<file path="src/rtl/lfsr_count_decoder_pkg.sv">
// rtl/lfsr_count_decoder_pkg.sv - shared constants and types for the XNOR LFSR counter family
//
// Package lfsr_pkg: default LFSR width, feedback masks for both step
// directions, the decoder FSM state encoding and the XNOR lock-up value.
// Imported by the decoder, its interface and the step sub-module so the
// counter and decoder agree on one definition of the sequence.
package lfsr_pkg;

  localparam int LFSR_WIDTH = 8;

  // Up: right shift, feedback enters at the MSB.
  localparam logic [LFSR_WIDTH-1:0] LFSR_TAPS_UP = 8'b01100011;
  // Down: left shift, feedback enters at the LSB.
  localparam logic [LFSR_WIDTH-1:0] LFSR_TAPS_DN = 8'b10110001;

  // With XNOR feedback the all-ones word maps onto itself in both
  // directions, so it is never part of the sequence started from zero.
  localparam logic [LFSR_WIDTH-1:0] LFSR_LOCKUP = '1;

  typedef enum logic [1:0] {
    ST_IDLE   = 2'd0,
    ST_SEARCH = 2'd1,
    ST_DONE   = 2'd2
  } dec_state_t;

endpackage

</file>
<file path="src/rtl/lfsr_count_decoder_if.sv">
// rtl/lfsr_count_decoder_if.sv - request/result handshake bundle for the LFSR decoder
//
// Signals:
//   in_valid   requester -> decoder  sample request
//   in_ready   decoder -> requester  decoder idle, request accepted on valid & ready
//   in_count   requester -> decoder  LFSR value to decode
//   in_up_down requester -> decoder  1 = up sequence, 0 = down sequence
//   out_valid  decoder -> consumer   result available
//   out_ready  consumer -> decoder   result taken on valid & ready
//   out_index  decoder -> consumer   steps from 0x00 to in_count
//   out_error  decoder -> consumer   no match within 2^WIDTH-1 steps
// Modports: master (requester/consumer side), slave (decoder side).
interface lfsr_count_decoder_if
  import lfsr_pkg::*;
#(
  parameter int WIDTH = LFSR_WIDTH
);

  logic             in_valid;
  logic             in_ready;
  logic [WIDTH-1:0] in_count;
  logic             in_up_down;
  logic             out_valid;
  logic             out_ready;
  logic [WIDTH-1:0] out_index;
  logic             out_error;

  modport master (
    output in_valid,
    output in_count,
    output in_up_down,
    output out_ready,
    input  in_ready,
    input  out_valid,
    input  out_index,
    input  out_error
  );

  modport slave (
    input  in_valid,
    input  in_count,
    input  in_up_down,
    input  out_ready,
    output in_ready,
    output out_valid,
    output out_index,
    output out_error
  );

endinterface

</file>
<file path="src/rtl/lfsr_count_decoder_step.sv">
// rtl/lfsr_count_decoder_step.sv - combinational single step of the XNOR up/down LFSR
//
// Module lfsr_step, shared with the counter so encoder and decoder cannot
// drift apart.
// Ports:
//   s      in   WIDTH  current LFSR state
//   dir    in   1      1 = up step, 0 = down step
//   s_next out  WIDTH  state after one step
// Build option LFSR_DEC_DOWN_EN: when defined, dir selects the rule and the
// down path is built; when undefined, only the up rule exists and dir is ignored.
module lfsr_step
  import lfsr_pkg::*;
#(
  parameter int               WIDTH   = LFSR_WIDTH,
  parameter logic [WIDTH-1:0] TAPS_UP = WIDTH'(LFSR_TAPS_UP),
  parameter logic [WIDTH-1:0] TAPS_DN = WIDTH'(LFSR_TAPS_DN)
) (
  input  logic [WIDTH-1:0] s,
  input  logic             dir,
  output logic [WIDTH-1:0] s_next
);

`ifdef LFSR_DEC_DOWN_EN
  always_comb begin
    if (dir) begin
      s_next = {~^(s & TAPS_UP), s[WIDTH-1:1]};
    end else begin
      s_next = {s[WIDTH-2:0], ~^(s & TAPS_DN)};
    end
  end
`else
  // Down rule not built: direction and down mask are accepted but unused.
  logic             unused_dir;
  logic [WIDTH-1:0] unused_taps_dn;
  assign unused_dir     = dir;
  assign unused_taps_dn = TAPS_DN;

  always_comb begin
    s_next = {~^(s & TAPS_UP), s[WIDTH-1:1]};
  end
`endif

endmodule

</file>
<file path="src/rtl/lfsr_count_decoder.sv">
// rtl/lfsr_count_decoder.sv - sequential decoder from LFSR counter value to binary step index
//
// Replays the counter sequence from 0x00 with a local LFSR until it equals
// the sampled value; the number of steps taken is the index.
// Ports:
//   clk    in  single clock, posedge
//   reset  in  synchronous, active-high
//   bus    lfsr_count_decoder_if.slave: in_valid/in_ready/in_count/in_up_down
//          request side, out_valid/out_ready/out_index/out_error result side
// Build option LFSR_DEC_DOWN_EN: enables the down-direction decode; without it
// every request is decoded against the up sequence.
module lfsr_count_decoder
  import lfsr_pkg::*;
#(
  parameter int               WIDTH   = LFSR_WIDTH,
  parameter logic [WIDTH-1:0] TAPS_UP = WIDTH'(LFSR_TAPS_UP),
  parameter logic [WIDTH-1:0] TAPS_DN = WIDTH'(LFSR_TAPS_DN)
) (
  input  logic                 clk,
  input  logic                 reset,
  lfsr_count_decoder_if.slave  bus
);

  // Last index that can still be tested: 2^WIDTH-2. The sequence holds at
  // most 2^WIDTH-1 distinct states, so idx never needs to wrap.
  localparam logic [WIDTH-1:0] IDX_LAST = {{(WIDTH-1){1'b1}}, 1'b0};
  localparam logic [WIDTH-1:0] ALL_ONES = '1;

  dec_state_t       state_q;
  dec_state_t       state_d;
  logic [WIDTH-1:0] target_q;
  logic             dir_q;
  logic [WIDTH-1:0] s_q;
  logic [WIDTH-1:0] s_next;
  logic [WIDTH-1:0] idx_q;
  logic [WIDTH-1:0] index_q;
  logic             error_q;
  logic             accept;
  logic             match;
  logic             exhausted;

  lfsr_step #(
    .WIDTH   (WIDTH),
    .TAPS_UP (TAPS_UP),
    .TAPS_DN (TAPS_DN)
  ) u_step (
    .s      (s_q),
    .dir    (dir_q),
    .s_next (s_next)
  );

  assign match     = (s_q == target_q);
  assign exhausted = (idx_q == IDX_LAST);

  // State register.
  always_ff @(posedge clk) begin
    if (reset) begin
      state_q <= ST_IDLE;
    end else begin
      state_q <= state_d;
    end
  end

  // Next-state logic. Match is tested before exhaustion so that a hit on
  // the last testable index still reports a valid result.
  always_comb begin
    state_d = state_q;
    case (state_q)
      ST_IDLE: begin
        if (accept) begin
          state_d = ST_SEARCH;
        end
      end
      ST_SEARCH: begin
        if (match || exhausted) begin
          state_d = ST_DONE;
        end
      end
      ST_DONE: begin
        if (bus.out_ready) begin
          state_d = ST_IDLE;
        end
      end
      default: state_d = ST_IDLE;
    endcase
  end

  // Outputs. in_ready is gated by reset so it reads low for the whole reset
  // cycle, and being tied to IDLE it is low on the result-handshake cycle.
  always_comb begin
    bus.in_ready  = (state_q == ST_IDLE) && !reset;
    bus.out_valid = (state_q == ST_DONE);
    bus.out_index = index_q;
    bus.out_error = error_q;
    accept        = bus.in_valid && (state_q == ST_IDLE) && !reset;
  end

  // Search datapath. Target and direction are captured only at accept, so
  // anything on the request inputs during SEARCH/DONE has no effect.
  always_ff @(posedge clk) begin
    if (reset) begin
      target_q <= '0;
      dir_q    <= 1'b0;
      s_q      <= '0;
      idx_q    <= '0;
      index_q  <= '0;
      error_q  <= 1'b0;
    end else begin
      case (state_q)
        ST_IDLE: begin
          if (accept) begin
            target_q <= bus.in_count;
            dir_q    <= bus.in_up_down;
            s_q      <= '0;
            idx_q    <= '0;
          end
        end
        ST_SEARCH: begin
          if (match) begin
            index_q <= idx_q;
            error_q <= 1'b0;
          end else if (exhausted) begin
            index_q <= ALL_ONES;
            error_q <= 1'b1;
          end else begin
            s_q   <= s_next;
            idx_q <= idx_q + 1'b1;
          end
        end
        default: begin
        end
      endcase
    end
  end

endmodule

</file>
<file path="src/flat_wrapper.sv">
// flat-port wrapper written by rule: the top's interface ports become plain ports
module lfsr_count_decoder_flat import lfsr_pkg::*;
#(
  parameter int               WIDTH   = LFSR_WIDTH,
  parameter logic [WIDTH-1:0] TAPS_UP = WIDTH'(LFSR_TAPS_UP),
  parameter logic [WIDTH-1:0] TAPS_DN = WIDTH'(LFSR_TAPS_DN)
)
  (clk, reset, bus_in_valid, bus_in_count, bus_in_up_down, bus_out_ready, bus_in_ready, bus_out_valid, bus_out_index, bus_out_error);
  lfsr_count_decoder_if #(.WIDTH(WIDTH)) bus_i ();
  input  logic clk;
  input  logic reset;
  input wire logic [$bits(bus_i.in_valid)-1:0] bus_in_valid;
  input wire logic [$bits(bus_i.in_count)-1:0] bus_in_count;
  input wire logic [$bits(bus_i.in_up_down)-1:0] bus_in_up_down;
  input wire logic [$bits(bus_i.out_ready)-1:0] bus_out_ready;
  output wire logic [$bits(bus_i.in_ready)-1:0] bus_in_ready;
  output wire logic [$bits(bus_i.out_valid)-1:0] bus_out_valid;
  output wire logic [$bits(bus_i.out_index)-1:0] bus_out_index;
  output wire logic [$bits(bus_i.out_error)-1:0] bus_out_error;
  assign bus_i.in_valid = bus_in_valid;
  assign bus_i.in_count = bus_in_count;
  assign bus_i.in_up_down = bus_in_up_down;
  assign bus_i.out_ready = bus_out_ready;
  assign bus_in_ready = bus_i.in_ready;
  assign bus_out_valid = bus_i.out_valid;
  assign bus_out_index = bus_i.out_index;
  assign bus_out_error = bus_i.out_error;
  lfsr_count_decoder #(.WIDTH(WIDTH), .TAPS_UP(TAPS_UP), .TAPS_DN(TAPS_DN)) u_core (.clk(clk), .reset(reset), .bus(bus_i));
endmodule
</file>
<file path="config.mk">
export PLATFORM = sky130hd
export DESIGN_NAME = lfsr_count_decoder_flat
export DESIGN_NICKNAME = d
export VERILOG_FILES = /design/src/rtl/lfsr_count_decoder_pkg.sv /design/src/rtl/lfsr_count_decoder_if.sv /design/src/rtl/lfsr_count_decoder_step.sv /design/src/rtl/lfsr_count_decoder.sv /design/src/flat_wrapper.sv
export SDC_FILE = /design/constraint.sdc
export NUM_CORES = 1
export LEC_CHECK = 0
export ABC_AREA = 0
export BUFFER_PORTS_ARGS = -buffer_cell sky130_fd_sc_hd__clkbuf_2
export CORE_UTILIZATION = 49
export DETAILED_ROUTE_END_ITERATION = 6
export PLACE_DENSITY = 0.73
export REMOVE_ABC_BUFFERS = 1
export SLEW_MARGIN = 20
export SYNTH_ARGS = -nofsm -noshare
export SYNTH_HDL_FRONTEND = slang
export SYNTH_SLANG_ARGS = --single-unit
</file>
<file path="constraint.sdc">
create_clock -name clk -period 1.6 [get_ports clk]
set_input_delay 0.32 -clock clk [delete_from_list [all_inputs] [get_ports clk]]
set_output_delay 0.32 -clock clk [all_outputs]
set_load 0.01 [all_outputs]
</file>
After elaboration in Yosys (flattened, before gate mapping)
Cells that the tools add are included.
{ "totals": {"reg_bits": 35, "output_inout_bits": 11, "inputBits": 13, "elab_cells": 44} }
{ "classes": {"n_reduce_logical": 13, "n_eq_ne": 9, "add_sub_neg": 1, "n_mux": 15} }
{ "op_table": {"columns": ["cell", "count"], "rows": [
  ["8-bit 2-to-1 mux", 7],
  ["8-bit one-hot mux with 2 select lines", 2],
  ["8-bit by 1-bit adder with 8-bit output (second input constant)", 1],
  ["8-bit == test", 1],
  ["8-bit == test (second input constant)", 1],
  ["8-bit XNOR reduction", 1],
  ["2-bit 2-to-1 mux", 3],
  ["2-bit != test (second input constant)", 3],
  ["2-bit one-hot mux with 3 select lines", 1],
  ["2-bit by 1-bit != test with 1-bit output (second input constant)", 2],
  ["2-bit AND reduction", 2],
  ["4-bit AND reduction", 1],
  ["2-bit nonzero test", 2],
  ["1-bit logical AND", 3],
  ["3-bit AND reduction", 1],
  ["2-bit by 1-bit == test with 1-bit output (second input constant)", 1],
  ["2-bit == test (second input constant)", 1],
  ["2-bit zero test", 1],
  ["1-bit 2-to-1 mux", 2],
  ["1-bit zero test", 1],
  ["1-bit logical OR", 1]
]} }

Logic depth before layout (Yosys ltp)
{ "logic_depth": {"depth_word": 5, "depth_mapped": 8, "mapped_depth_nobuf": 7} }

Hierarchy
From an unflattened synthesis, not the netlist that was laid out.
{ "hier_totals": {"hier_cells": 204, "hier_area_um2": 1771.7} }
{ "by_module_without_submodules": {"columns": ["module", "area_each_um2", "instances", "cells_per_inst", "seq_area_each_um2"], "rows": [
  ["lfsr_count_decoder", 1692.9, 1, 194, 720.7],
  ["lfsr_step", 78.8, 1, 10, 0.0]
]} }

Worst setup path after synthesis
No wires, ideal clock.
{ "synth_path": {"kind": "register to register", "start": "register u_core.s_q[5]", "end": "register u_core.idx_q[6]", "setup_time_ns": 0.123, "stages_incl_launch_ff": 7, "setup_slack_ns": -0.052, "period_less_slack_ns": 1.652, "n_path_buf": 1, "arrival_ns": 1.529, "t_required_ns": 1.477, "path_cell_list": "dfxtp_1 xor2_1 nor4_1 a21bo_1 buf_6 nor4_1 mux2_1"} }
{ "synth_via": {"elab_chain_len": 3} }
{ "synth_lines": {"columns": ["element", "line_no", "source"], "rows": [
  ["start: declaration", "lfsr_count_decoder.sv:33", "logic [WIDTH-1:0] s_q;"],
  ["start signal: assignment", "lfsr_count_decoder.sv:126", "s_q <= s_next;"],
  ["8-bit == test", "lfsr_count_decoder.sv:52", "assign match = (s_q == target_q);"],
  ["2-bit != test (no line)", null, null],
  ["4-bit AND reduction (no line)", null, null],
  ["end signal: assignment", "lfsr_count_decoder.sv:127", "idx_q <= idx_q + 1'b1;"],
  ["end: declaration", "lfsr_count_decoder.sv:35", "logic [WIDTH-1:0] idx_q;"]
]} }
Every way passes these cells.
A chain may end at the register's enable or synchronous reset.

Final worst setup path
{ "layout_path": {"start": "register u_core.s_q[5]", "end": "register u_core.idx_q[5]"} }
Same word-level chain as after synthesis.

==> reports/results.tsv <==
stage	metric	value	unit
setup_path	crit_path_start	u_core.s_q[5]	
clock_tree	cts_buffer_depth	2	
grt	grt_overflow	0	
setup_path	ff2ff_path_depth	6	
routing	wl_per_cell	19.3	um
sta	rsz0062_at_grt	true	
sta	setup_slack	-0.215	ns
synthesis	synth-edff-count	0	
setup_path	path_depth	6	
routing	viasPerCell	6.09	
finish	final_nets	245	
synthesis	yosysTopAreaCellShare	46.7	%
synthesis	synth.top_cells.by_area	dfxtp_1, xor2_1, a22o_1, nor2_1, a211oi_1	
routing	drt_iter0_markers	111	
setup_path	crit_path_cell_trace	xor2_2 -> nor4_4 -> a21bo_4 -> buf_6 -> o311a_1 -> o31a_1	
synthesis	ys_seq_area_share	46.7	%
hold_path	min_path_type	in -> reg	
synthesis	yosysWarnings	0	
setup_path	rr_endpoint	u_core.idx_q[5]	
finish	regArea	728	um2
setup_path	cp-start-kind	flip-flop	
placement	place_congestion	0.785	
synthesis	syn_inst	167	
finish	area_delta_synth_final	56.2	%
sta	setup_viol	26	
grt	grtUsageTotal	28.7	%
finish	diodes	0	
finish	multiInputGateArea	1030	um2
setup_path	reg2reg_slack	-0.21	ns
synthesis	synth-main-ff-cell	dfxtp_1	
setup_path	crit_end	u_core.idx_q[5]	
synthesis	avgSynthCellArea	8.99	um2
clock_tree	insertion_delay	0.36	ns
setup_path	critPathCaptureType	flip-flop	
placement	numPlacedInstances	243	
synthesis	netlist_area	1500	um2
placement	io_buffers	22	
setup_path	worst_path_largest_cell_delay	0.39	ns
grt	grt_max_degree	18	
setup_path	cp_slowest_cell	dfxtp_2	
synthesis	synth_seq_cells	35	
finish	design_area	2340	um2
run_status	violations	design-rule violations, negative setup slack	
sta	hold_viol_final	0	
setup_path	worstPathRequired	1.86	ns
clock_tree	h-tree-depth	2	
clock_tree	tritoncts	done	
sta	finClkSkew	0.0149	ns
power_and_ir_drop	p_leak	1.00	nW
setup_path	cp_num_buf_inv	1	
clock_tree	cts_made_buffers	5	
grt	antenna_found_initial	0	
sta	relSlewSlack	71.9	%
floorplanning	core_region_area	2830	um2
setup_path	cp_top_family	compound AO/OA/AOI/OAI gates	
synthesis	ys_types	37	
sta	fin_crit_sh	113	%
sta	worst-slew-pin-transition	0.420	ns
floorplanning	die_h	57.4	um
sta	fmax	551	MHz
synthesis	synth_top_cell_by_area	dfxtp_1	
power_and_ir_drop	p_per_area	810	nW/um2
setup_path	worstPathArrival	2.07	ns
floorplanning	die_w	57.4	um
clock_tree	clk_pin_slew	0.11	ns
run_status	status	finished, violations left	
sta	fin_crit	1.81	ns
placement	dp_hpwl	2480	um
grt	grt_pass1_vias	1460	
clock_tree	cts_root_buf	clkbuf_4	
power_and_ir_drop	ir_drop	0.000496	V
floorplanning	start_util	53.1	%
grt	grt_first_pass_wirelength	6860	um
setup_path	crit_type	reg -> reg	
routing	detail-route-antenna-nets	0	
placement	placed_cell_area	1850	um2
routing	first_pass_iters	6	
setup_path	cp_max_fo	4	
sta	fin_tns_setup	-2.44	ns
hold_path	hold_depth	3	
job	max_cap_viol_count	0	
floorplanning	dieArea	3290	um2
finish	stdcell_count	262	
synthesis	async_flop_share	0	%
floorplanning	pin_count	24	
setup_path	rr_startpoint	u_core.s_q[5]	
routing	wirelength	5050	um
clock_tree	clkSinkCount	35	
clock_tree	cts_hold_buffers	0	
sta	drv_slew	0	
routing	vias	1595	
finish	fillCellCount	150	
floorplanning	core.rowCount	19	
routing	drc_errors	2	
finish	drive_gt1_share	56.3	%
==> through the flow <==
step                      util (%)  setup slack (ns)  hold WS [ns]  power [mW]
after floorplan                  -            -0.111         0.389        1.06
after global placement        65.5            -0.201         0.459        1.17
after detailed placement      65.5            -0.344         0.467        1.18
after CTS                     77.4           -0.0482         0.167        1.82
after global routing          82.9            -0.310         0.170        1.95
final                         82.9            -0.215         0.165        1.90
==> Yosys cell counts, types with 3 or more instances <==
master    number
a21oi_1        4
xor2_1        10
buf_2          3
dfxtp_1       35
a22o_1         9
a211oi_1       9
nand2_1       18
nand3_1        4
inv_1          3
nor2_1        20
nor4_1         4
and2_1         3
o21ai_0       11
clkbuf_1       4
==> metal layers <==
metal,routed length [um],share of wire (%),global-route usage [%]
met1,1750,35,29.1
met2,2650,52,53.3
met3,320,6.3,6.58
met4,336,6.6,16.7
met5,0,0,0
==> area by class of cell <==
cell class | instances | share of cell area, %
Tap cell | 31 | 1.65
Sequential cell | 35 | 31.1
Clock buffer | 8 | 2.93
Inverter | 4 | 0.640
Timing Repair Buffer | 62 | 19.9
Multi-Input combinational cell | 122 | 43.9
==> timing repair <==
item | in CTS | in global routing
gates resized for setup | 47 | 36
gates cloned | 3 | 1
setup endpoints to repair | 25 | 26
buffers inserted | 7 | 2
pin swaps | 14 | 6
==> cells in the final DEF (no fill, tap or decap), types with 5 or more instances in the layout <==
cell       n
buf_4     33
nor2_1    14
nor2_2     6
xor2_2     6
a211oi_2   8
o21ai_0   10
clkbuf_4   5
dfxtp_2   16
clkbuf_2  22
a22o_1     9
nand2_1   18
dfxtp_1   17
==> worst min path at each step <==
stage | start | end | slack [ns]
finish | bus_in_count[1] | u_core.target_q[1] | 0.17
global route | bus_in_count[7] | u_core.target_q[7] | 0.17
CTS | bus_in_count[1] | u_core.target_q[1] | 0.17
detailed placement | u_core.target_q[3] | u_core.target_q[3] | 0.47
global placement | u_core.target_q[3] | u_core.target_q[3] | 0.46
floorplan | reset | u_core.idx_q[2] | 0.39
==> worst min-delay path, cell delays in order <==
cell and delay (ns):
clkbuf_2 0.08, nand2_1 0.03, o21ai_0 0.05
==> state kept, by name, indices dropped and copies added, names as in the netlist <==
register / flops
u_core.bus.out_error: 1
u_core.target_q: 8
u_core.bus.out_index: 8
u_core.state_q: 2
u_core.idx_q: 8
u_core.s_q: 8
==> where the power goes <==
group	switching [mW]	internal (mW)	leakage, nW
combinational	0.197	0.191	0.672
clock	0.306	0.258	0.0386
sequential	0.0357	0.911	0.293
==> logic make-up (layout without fill, tap and decap cells) <==
family / after synthesis / after routing / share of synthesized area [%]
muxes: 3 / 3 / 2.25
AOI/OAI and AO/OA: 41 / 42 / 19.4
DFF: 35 / 35 / 46.7
and+or+nand+nor: 63 / 64 / 19.8
xor gates and xnor gates: 11 / 11 / 6.42
buffers and inverters: 12 / 74 / 3.75
adders and majority gates: 2 / 2 / 1.67
(Power assumes the default switching activity.)
